### config.mk
export PLATFORM = sky130hd
export DESIGN_NAME = skinny_sbox_layer_hpc1_flat
export DESIGN_NICKNAME = d
export VERILOG_FILES = /design/src/rtl/skinny_mask_pkg.sv /design/src/rtl/skinny_sbox_layer_hpc1_if.sv /design/src/rtl/skinny_sbox_lane_hpc1.sv /design/src/rtl/skinny_sbox_layer_hpc1.sv /design/src/flat_wrapper.sv
export SDC_FILE = /design/constraint.sdc
export NUM_CORES = 2
export LEC_CHECK = 0
export BUFFER_PORTS_ARGS = -buffer_cell sky130_fd_sc_hd__buf_2
export CORE_ASPECT_RATIO = 0.6
export CORE_MARGIN = 5
export CORE_UTILIZATION = 45
export CTS_CLUSTER_DIAMETER = 80
export DETAILED_ROUTE_END_ITERATION = 8
export GPL_TIMING_DRIVEN = 1
export PLACE_DENSITY = 0.59
export SYNTH_ARGS = -nofsm -noshare
export SYNTH_HDL_FRONTEND = slang
export SYNTH_SLANG_ARGS = --single-unit
### constraint.sdc
create_clock -name clk -period 3.1 [get_ports clk]
set_clock_uncertainty 0.05 [all_clocks]
set_input_delay 0.31 -clock clk [delete_from_list [all_inputs] [get_ports clk]]
set_output_delay 0.31 -clock clk [all_outputs]
set_load 0.05 [all_outputs]
### src/rtl/skinny_mask_pkg.sv
// Shared constants and helpers for the masked Skinny-64 S-box layer.
// Widths derive from the masking order d and the lane count:
//   shares = d+1, state width = 4*lanes, randomness per AND = d(d+1).
// Also holds the plain S-box table and the share-major packing index.
package skinny_mask_pkg;

  localparam int LATENCY = 5;

  function automatic int n_shares(input int d);
    return d + 1;
  endfunction

  function automatic int sbox_w(input int nsbox);
    return 4 * nsbox;
  endfunction

  function automatic int rnd_per_and(input int d);
    return d * (d + 1);
  endfunction

  function automatic int fresh_w(input int d, input int nsbox);
    return 4 * nsbox * d * (d + 1);
  endfunction

  // Dense index of share pair (i,j), i<j, among n shares.
  function automatic int pair_idx(input int i, input int j, input int n);
    return i * n - (i * (i + 1)) / 2 + (j - i - 1);
  endfunction

  // Bit offset of lane i's nibble within share s.
  function automatic int sh_idx(input int s, input int i, input int nsbox);
    return s * 4 * nsbox + 4 * i;
  endfunction

  function automatic logic [3:0] sbox(input logic [3:0] x);
    case (x)
      4'h0: sbox = 4'hC;  4'h1: sbox = 4'h6;  4'h2: sbox = 4'h9;  4'h3: sbox = 4'h0;
      4'h4: sbox = 4'h1;  4'h5: sbox = 4'hA;  4'h6: sbox = 4'h2;  4'h7: sbox = 4'hB;
      4'h8: sbox = 4'h3;  4'h9: sbox = 4'h8;  4'hA: sbox = 4'h5;  4'hB: sbox = 4'hD;
      4'hC: sbox = 4'h4;  4'hD: sbox = 4'hE;  4'hE: sbox = 4'h7;  default: sbox = 4'hF;
    endcase
  endfunction

endpackage

### src/rtl/skinny_sbox_layer_hpc1_if.sv
// Bus between the round datapath and the masked S-box layer.
//   master: drives en, in_valid, x_sh, fresh; observes out_valid, y_sh, inflight, idle
//   slave : the S-box layer itself
interface skinny_sbox_layer_hpc1_if import skinny_mask_pkg::*; #(
  parameter int SEC_ORDER = 1,
  parameter int NUM_SBOX  = 16
);
  localparam int SW = n_shares(SEC_ORDER) * sbox_w(NUM_SBOX);
  localparam int FW = fresh_w(SEC_ORDER, NUM_SBOX);

  logic          en;
  logic          in_valid;
  logic [SW-1:0] x_sh;
  logic [FW-1:0] fresh;
  logic          out_valid;
  logic [SW-1:0] y_sh;
  logic [2:0]    inflight;
  logic          idle;

  modport master (output en, in_valid, x_sh, fresh,
                  input  out_valid, y_sh, inflight, idle);
  modport slave  (input  en, in_valid, x_sh, fresh,
                  output out_valid, y_sh, inflight, idle);
endinterface

### src/rtl/skinny_sbox_lane_hpc1.sv
// One HPC1-masked Skinny-64 S-box, 5-stage pipeline, all regs gated by en_i.
// With input bits (a,b,c,d) = x[0..3] the S-box reduces to
//   y3 = a ^ (~c & ~d)     y2 = d ^ (~b & ~c)      (AND1 / AND3, depth 2)
//   y1 = c ^ (~y3 & ~b)    y0 = b ^ (~y2 & ~y3)    (AND2 / AND4, depth 4)
// followed by the output register (depth 5).
// Ports: clk, rst_n, en_i; x_i/y_o shares [share][nibble];
//        fresh_i 4 slices of d(d+1) bits: AND1, AND3, AND2, AND4.
module skinny_sbox_lane_hpc1 import skinny_mask_pkg::*; #(
  parameter int SEC_ORDER = 1
) (
  input  logic                                  clk,
  input  logic                                  rst_n,
  input  logic                                  en_i,
  input  logic [SEC_ORDER:0][3:0]               x_i,
  input  logic [4*SEC_ORDER*(SEC_ORDER+1)-1:0]  fresh_i,
  output logic [SEC_ORDER:0][3:0]               y_o
);
  localparam int N = n_shares(SEC_ORDER);
  localparam int R = rnd_per_and(SEC_ORDER);
  localparam int H = R / 2;
  // Masked NOT only flips share 0.
  localparam logic [N-1:0] S0 = N'(1);

  logic [3:0][N-1:0]      xt, x1_q, x2_q;
  logic [2:1][1:0][N-1:0] x34_q;  // {c, b} carried on to depth 4
  logic [2:1][1:0][N-1:0] yh_q;   // {y3, y2} carried on to depth 4
  logic [N-1:0]           y3, y2, y1, y0;
  logic [3:0][N-1:0]      ga, gb, gc;  // gadget slot order: AND1, AND3, AND2, AND4
  logic [N-1:0][3:0]      y_q;

  for (genvar s = 0; s < N; s++) begin : g_sh
    for (genvar k = 0; k < 4; k++) begin : g_bit
      assign xt[k][s] = x_i[s][k];
    end
  end

  assign ga[0] = xt[2] ^ S0;      assign gb[0] = xt[3] ^ S0;
  assign ga[1] = xt[1] ^ S0;      assign gb[1] = xt[2] ^ S0;
  assign y3    = x2_q[0] ^ gc[0];
  assign y2    = x2_q[3] ^ gc[1];
  assign ga[2] = y3 ^ S0;         assign gb[2] = x2_q[1] ^ S0;
  assign ga[3] = y2 ^ S0;         assign gb[3] = y3 ^ S0;
  assign y1    = x34_q[2][1] ^ gc[2];
  assign y0    = x34_q[2][0] ^ gc[3];

  // HPC1 AND: b is refreshed with one random per share pair and registered
  // alongside a; cross products get a second set of pair randoms before the
  // product register. Share-wise XOR of the product register is the output.
  for (genvar g = 0; g < 4; g++) begin : g_and
    logic [N-1:0]        a_q, b_q, b_ref, c;
    logic [N-1:0][N-1:0] t_q;

    always_comb begin
      b_ref = gb[g];
      for (int i = 0; i < N; i++)
        for (int j = i + 1; j < N; j++) begin
          b_ref[i] = b_ref[i] ^ fresh_i[g*R + pair_idx(i, j, N)];
          b_ref[j] = b_ref[j] ^ fresh_i[g*R + pair_idx(i, j, N)];
        end
    end

    always_ff @(posedge clk or negedge rst_n) begin
      if (!rst_n) begin
        a_q <= '0;
        b_q <= '0;
        t_q <= '0;
      end else if (en_i) begin
        a_q <= ga[g];
        b_q <= b_ref;
        for (int i = 0; i < N; i++)
          for (int j = 0; j < N; j++)
            if (i == j) t_q[i][j] <= a_q[i] & b_q[j];
            else        t_q[i][j] <= (a_q[i] & b_q[j]) ^
                                     fresh_i[g*R + H + pair_idx(i < j ? i : j, i < j ? j : i, N)];
      end
    end

    always_comb begin
      c = '0;
      for (int i = 0; i < N; i++)
        for (int j = 0; j < N; j++)
          c[i] = c[i] ^ t_q[i][j];
    end
    assign gc[g] = c;
  end

  always_ff @(posedge clk or negedge rst_n) begin
    if (!rst_n) begin
      x1_q  <= '0;
      x2_q  <= '0;
      x34_q <= '0;
      yh_q  <= '0;
      y_q   <= '0;
    end else if (en_i) begin
      x1_q  <= xt;
      x2_q  <= x1_q;
      x34_q <= {x34_q[1], x2_q[2], x2_q[1]};
      yh_q  <= {yh_q[1], y3, y2};
      for (int s = 0; s < N; s++)
        y_q[s] <= {yh_q[2][1][s], yh_q[2][0][s], y1[s], y0[s]};
    end
  end

  assign y_o = y_q;

endmodule

### src/rtl/skinny_sbox_layer_hpc1.sv
// NUM_SBOX parallel HPC1-masked Skinny-64 S-boxes with valid pipeline and
// in-flight counter. All outputs come straight from registers.
// Ports: clk, rst_n (async, active low); bus (slave): en, in_valid, x_sh,
//        fresh in; out_valid, y_sh, inflight, idle out.
module skinny_sbox_layer_hpc1 import skinny_mask_pkg::*; #(
  parameter int SEC_ORDER = 1,
  parameter int NUM_SBOX  = 16
) (
  input logic                      clk,
  input logic                      rst_n,
  skinny_sbox_layer_hpc1_if.slave  bus
);
  localparam int N  = n_shares(SEC_ORDER);
  localparam int RL = 4 * rnd_per_and(SEC_ORDER);

  logic [NUM_SBOX-1:0][N-1:0][3:0] lane_x, lane_y;
  logic [N*4*NUM_SBOX-1:0]         y_flat;
  logic [LATENCY:1]                vld_pipe;
  logic [2:0]                      inflight_q, inflight_d;
  logic                            idle_q, accept;

  for (genvar i = 0; i < NUM_SBOX; i++) begin : g_lane
    for (genvar s = 0; s < N; s++) begin : g_sh
      assign lane_x[i][s] = bus.x_sh[sh_idx(s, i, NUM_SBOX) +: 4];
      assign y_flat[sh_idx(s, i, NUM_SBOX) +: 4] = lane_y[i][s];
    end
    skinny_sbox_lane_hpc1 #(.SEC_ORDER(SEC_ORDER)) u_lane (
      .clk     (clk),
      .rst_n   (rst_n),
      .en_i    (bus.en),
      .x_i     (lane_x[i]),
      .fresh_i (bus.fresh[i*RL +: RL]),
      .y_o     (lane_y[i])
    );
  end

  assign accept = bus.en & bus.in_valid;

  // Accept and retire on the same edge cancel out.
  always_comb begin
    inflight_d = inflight_q;
    if (accept && !vld_pipe[LATENCY])      inflight_d = inflight_q + 3'd1;
    else if (!accept && vld_pipe[LATENCY]) inflight_d = inflight_q - 3'd1;
  end

  always_ff @(posedge clk or negedge rst_n) begin
    if (!rst_n) begin
      vld_pipe   <= '0;
      inflight_q <= '0;
      idle_q     <= 1'b1;
    end else if (bus.en) begin
      vld_pipe   <= {vld_pipe[LATENCY-1:1], accept};
      inflight_q <= inflight_d;
      idle_q     <= (inflight_d == 3'd0);
    end
  end

  assign bus.out_valid = vld_pipe[LATENCY];
  assign bus.y_sh      = y_flat;
  assign bus.inflight  = inflight_q;
  assign bus.idle      = idle_q;

endmodule

### src/flat_wrapper.sv
// flat-port wrapper written by rule: the top's interface ports become plain ports
module skinny_sbox_layer_hpc1_flat import skinny_mask_pkg::*;
#(
  parameter int SEC_ORDER = 1,
  parameter int NUM_SBOX  = 16
)
  (clk, rst_n, bus_en, bus_in_valid, bus_x_sh, bus_fresh, bus_out_valid, bus_y_sh, bus_inflight, bus_idle);
  skinny_sbox_layer_hpc1_if #(.SEC_ORDER(SEC_ORDER), .NUM_SBOX(NUM_SBOX)) bus_i ();
  input logic clk;
  input logic rst_n;
  input wire logic [$bits(bus_i.en)-1:0] bus_en;
  input wire logic [$bits(bus_i.in_valid)-1:0] bus_in_valid;
  input wire logic [$bits(bus_i.x_sh)-1:0] bus_x_sh;
  input wire logic [$bits(bus_i.fresh)-1:0] bus_fresh;
  output wire logic [$bits(bus_i.out_valid)-1:0] bus_out_valid;
  output wire logic [$bits(bus_i.y_sh)-1:0] bus_y_sh;
  output wire logic [$bits(bus_i.inflight)-1:0] bus_inflight;
  output wire logic [$bits(bus_i.idle)-1:0] bus_idle;
  assign bus_i.en = bus_en;
  assign bus_i.in_valid = bus_in_valid;
  assign bus_i.x_sh = bus_x_sh;
  assign bus_i.fresh = bus_fresh;
  assign bus_out_valid = bus_i.out_valid;
  assign bus_y_sh = bus_i.y_sh;
  assign bus_inflight = bus_i.inflight;
  assign bus_idle = bus_i.idle;
  skinny_sbox_layer_hpc1 #(.SEC_ORDER(SEC_ORDER), .NUM_SBOX(NUM_SBOX)) u_core (.clk(clk), .rst_n(rst_n), .bus(bus_i));
endmodule
# Yosys cells after proc, flatten, opt, wreduce, memory -nomap -nowiden
# Index checks and enable logic that the tools add are counted.
[classes] n_addsub=2 muxes=2 n_bitwise=801 n_reduce_logical=5
[op_table] cell="1-bit bitwise XOR" count=384
[op_table] cell="1-bit bitwise AND" count=257
[op_table] cell="2-bit bitwise XOR" count=64
[op_table] cell="1-bit inverter" count=96
[op_table] cell="3-bit 2-to-1 mux" count=2
[op_table] cell="3-bit by 1-bit adder with 3-bit output (second input constant)" count=1
[op_table] cell="3-bit logical NOT" count=1
[op_table] cell="3-bit by 1-bit subtractor with 3-bit output (second input constant)" count=1
[op_table] cell="1-bit logical AND" count=2
[op_table] cell="1-bit logical NOT" count=2
[totals] ff_bits=1161 inputBits=260

# Logic depth before layout (Yosys ltp)
[depth] ltp_word=6 ltp_mapped=6

# By module
# From an unflattened synthesis, not the netlist that was laid out.
[unflattened] hier_cells=3532 hier_area_um2=45762.6
[by_module_without_submodules] module="skinny_sbox_lane_hpc1" n_inst=16 cells_per_inst=218 area_each_um2=2830.2 seq_area_each_um2=1701.6
[by_module_without_submodules] module="skinny_sbox_layer_hpc1" n_inst=1 cells_per_inst=44 area_each_um2=479.2 seq_area_each_um2=226.5

# Worst setup path after synthesis
# No wires, ideal clock.
[synth_path] path_type="register to register" start="register u_core.inflight_q[0] (netlist: u_core.bus.inflight[0])" end="register u_core.idle_q (netlist: u_core.bus.idle)" setup_ns=0.077 arrival_ns=1.669 t_required_ns=2.973 path_slack_ns=1.303 path_stages_with_launch=7 path_buffers=0 cell_sequence="dfrtp_1 -> inv_1 -> ha_1 -> inv_1 -> o311ai_0 -> nand3_1 -> o22ai_1"
[synth_between] elab_chain_len=4 elab_cells_between_ends=5 classes_between="add/sub (2); mux (2); reduce/logical (1)"
[synth_lines] element="start, declared" line_no="skinny_sbox_layer_hpc1.sv:19" source="logic [2:0] inflight_q, inflight_d;"
[synth_lines] element="start signal, assigned" line_no="skinny_sbox_layer_hpc1.sv:53" source="inflight_q <= inflight_d;"
[synth_lines] element="3-bit by 1-bit subtractor with 3-bit output" line_no="skinny_sbox_layer_hpc1.sv:43" source="else if (!accept && vld_pipe[LATENCY]) inflight_d = inflight_q - 3'd1;"
[synth_lines] element="3-bit 2-to-1 mux" line_no="skinny_sbox_layer_hpc1.sv:43"
[synth_lines] element="3-bit 2-to-1 mux *" line_no="skinny_sbox_layer_hpc1.sv:42" source="if (accept && !vld_pipe[LATENCY]) inflight_d = inflight_q + 3'd1;"
[synth_lines] element="3-bit logical NOT *" line_no="skinny_sbox_layer_hpc1.sv:54" source="idle_q <= (inflight_d == 3'd0);"
[synth_lines] element="end signal, assigned" line_no="skinny_sbox_layer_hpc1.sv:54"
[synth_lines] element="end, declared" line_no="skinny_sbox_layer_hpc1.sv:20" source="logic idle_q, accept;"
# Every way passes the cells marked *; elsewhere a longest branch is shown, timed or not.
# A chain may end at the register's enable or synchronous reset.

# Final worst setup path
[layout_path] start="register u_core.vld_pipe[5] (netlist bit)" end="output port bus_out_valid"
[layout_rtl] element="start, declared" line_no="skinny_sbox_layer_hpc1.sv:18" source="logic [LATENCY:1] vld_pipe;"
[layout_rtl] element="start signal, assigned" line_no="skinny_sbox_layer_hpc1.sv:52" source="vld_pipe <= {vld_pipe[LATENCY-1:1], accept};"
[layout_rtl] element="end, declared" line_no="flat_wrapper.sv:15" source="output wire logic [$bits(bus_i.out_valid)-1:0] bus_out_valid;"
# No word-level cell between the ends.

==> flow_summary.toml <==
[sta]
slew_violations = 0
setup_viol = 0
period_minus_slack_ps = 1960
fmax_mhz = 510
setup_tns_ps = 0
hold_ws_ps = 126
relSlewSlack_pct = 37.5
finalCritPeriodShare_pct = 63.2
rsz0062_at_grt = "no"
tightest_slew_ps = 937
final-hold-violation-count = 0

[detailed_routing]
viasPerCell = 4.81
vias = 27200
drc_errors = 0
ant_nets = 0
dr.pass1.iters = 5
drt_iter0_drc = 1700
routed_wirelength_um = 96900
route.detailed.wl_per_inst_um = 17.1

[synth]
ys_types = 27
synth_nets = 3831
netlist_instances = 3569
ys_ff_latch = 1097
yosys.area.top_type = "dfrtp_1"
synth_top_area_share_pct = 60.0
seq_area_frac_synth_pct = 60.0
yosys_warnings = 0
syn_area_sq_um = 45700
avgSynthCellArea_sq_um = 12.8
synth_area_leaders = "dfrtp_1 (60%), mux2_2 (17%), xnor2_1 (7.1%)"

[pwr]
pwr-share-clk_pct = 29.3
internal_power_mw = 31.8
p_per_area_nw_per_um2 = 853
pwr-share-seq_pct = 44.0
swShare_pct = 32.9
p_sw_mw = 15.6
p_leak_nw = 24.1
comb_power_share_pct = 26.7
ir_worst_vdd_mv = 0.531

[floorplanning]
die_area_sq_um = 108000
pin_count = 393
die_h_um = 257
die-width_um = 422
core_area_sq_um = 101000
rows = 90
start_util_pct = 45.4

[flow_run]
cap_violations = 0

[clock_network]
htreeDepth = 3
cts_tree = "done"
clock_path_buffers = 3
cts.sinks = 1097
cts_resized = 0
post-cts-setup-buffer-count = 0
holdBufCountCts = 259
clk_pin_slew_ps = 60
cts-root-buf = "clkbuf_16"
worstSkewPairLatency_ps = 690
numCtsBuffers = 104

[worst_setup_path]
required_ps = 2740
crit_path_end_kind = "primary output"
cp-start-kind = "flop"
cp_slowest_cell = "dfrtp_1"
cp_top_family = "flip-flops"
r2r_cells = 6
crit_fanout = 9
reg2reg_setup_slack_ps = 1460
cp_slowest_stage_delay_ps = 540
path_class = "flop to primary output"
r2r-end = "u_core.bus.idle"
crit_arrival_ps = 1600
cp.buffers_inverters = 1
cp_cell_sequence = "buf_2"
r2r-start = "u_core.bus.inflight[0]"

[placement]
portBuffers = 392
dpl_cell_area_sq_um = 49200
hpwl_um = 65600
gp_congestion = 0.766

[global_route]
grt_start_max_net_pins = 93
first_global_vias = 28100
grt_use_met3_pct = 3.45
use_met1_pct = 27.7
use_met2_pct = 26.4
grt_pass1_wl_um = 159000
antenna_found_initial = 7
grt_overflow = 0
busiest_layer = "met1"
grt_usage_pct = 18.1

[final_layout]
most-common-layout-cells = "dfrtp_1 (1096), mux2_2 (677), buf_2 (390)"
drive_gt1_share_pct = 31.0
layout_commonest_cell = "dfrtp_1"
nNetsFinal = 4495
area_delta_synth_final_pct = 21.6
fillers = 8655
final_util_pct = 55.2
stdcell_area_sq_um = 55600

[min_path]
min-delay-path-class = "input port to async pin"

[status]
outcome = "finished clean"
==> routing by layer <==
metal / share of wire, % / vias up
met5: 0.028 / -
met4: 2.2 / 4
met3: 3.4 / 145
met2: 43 / 347
met1: 51 / 13400
li1: - / 13300
==> power by group through the flow <==
stage	registers, mW	clock network (mW)	logic, mW
final	20.9	13.9	12.7
after floorplan	23.3	0	6.53
after global routing	21.4	14.9	13.8
after global placement	21.1	0	12.4
after CTS	20.9	14.3	12.9
after detailed placement	21.2	0	12.5
==> synth_stat cells <==
library cell  count
buf_6             4
or3b_1            1
xor2_1          130
nor2_1          225
xnor2_2          16
a21oi_1         225
a31oi_1           1
xnor2_1         370
o22ai_1           2
mux2_2          677
nand2_1         164
inv_1           164
o22ai_2           1
ha_1              2
o21a_1           32
buf_2            82
a311o_1           1
clkbuf_1         15
dfstp_2           1
o311ai_0          1
mux2i_1           1
nor3_1            1
o21ai_0         160
nand3_1         130
and2_1            1
dfrtp_1        1096
buf_4            66
==> flip-flops by register name, indices dropped and copies added (netlist names), 3 cells and up <==
signal and count:
u_core.g_lane.u_lane.g_and.t_q 256, u_core.g_lane.u_lane.y_o 128, u_core.vld_pipe 5, u_core.g_lane.u_lane.yh_q 98
u_core.g_lane.u_lane.g_and.a_q 122, u_core.g_lane.u_lane.g_and.b_q 128, u_core.g_lane.u_lane.x34_q 128, u_core.g_lane.u_lane.gb 16
u_core.g_lane.u_lane.x2_q 112, u_core.g_lane.u_lane.x1_q 100, u_core.bus.inflight 3
==> cell families (layout without fill, tap and decap cells) <==
| family | Yosys count | after routing | synth area share [%] |
|---|---|---|---|
| flops | 1097 | 1097 | 60.0 |
| mux | 678 | 678 | 16.7 |
| simple gates | 522 | 522 | 4.66 |
| xor+xnor | 516 | 516 | 10.1 |
| compound gates | 423 | 423 | 4.85 |
| buf+inv | 331 | 1084 | 3.55 |
| fa+ha+maj | 2 | 2 | 0.0547 |
| other cells | 0 | 4 | 0 |
==> stage by stage <==
stage	total power [mW]	instances	worst slack, ps
2_1_floorplan	29.8	3569	1300
3_3_place_gp	33.5	5202	1210
3_5_place_dp	33.7	5202	1200
4_1_cts	48.2	5656	1070
5_1_grt	50.1	5659	1060
6_report	47.4	5660	1140
==> worst max-delay path by stage <==
stage / start / to / slack, ps / depth (start not counted)
6_report: u_core.vld_pipe[5] / bus_out_valid / 1140 / 1
4_1_cts: u_core.vld_pipe[5] / bus_out_valid / 1070 / 1
3_3_place_gp: bus_en / u_core.g_lane[1].u_lane.y_o[6] / 1210 / 3
5_1_grt: u_core.vld_pipe[5] / bus_out_valid / 1060 / 1
2_1_floorplan: u_core.bus.inflight[0] / u_core.bus.idle / 1300 / 6
3_5_place_dp: bus_en / u_core.g_lane[9].u_lane.x34_q[5] / 1200 / 3
==> layout make-up <==
cell class              instances  area (sq um)  area share, %
clock buffers                 139          2950           5.30
multi-input cells            2141         16600           29.9
repair buffers                725          5440           9.78
diodes                          4          10.0         0.0180
clock inverters                56           823           1.48
inverters                     164           616           1.11
well taps                    1334          1670           3.00
flip-flops and latches       1097         27500           49.4
Note: power is estimated with default switching activity, not from simulation.
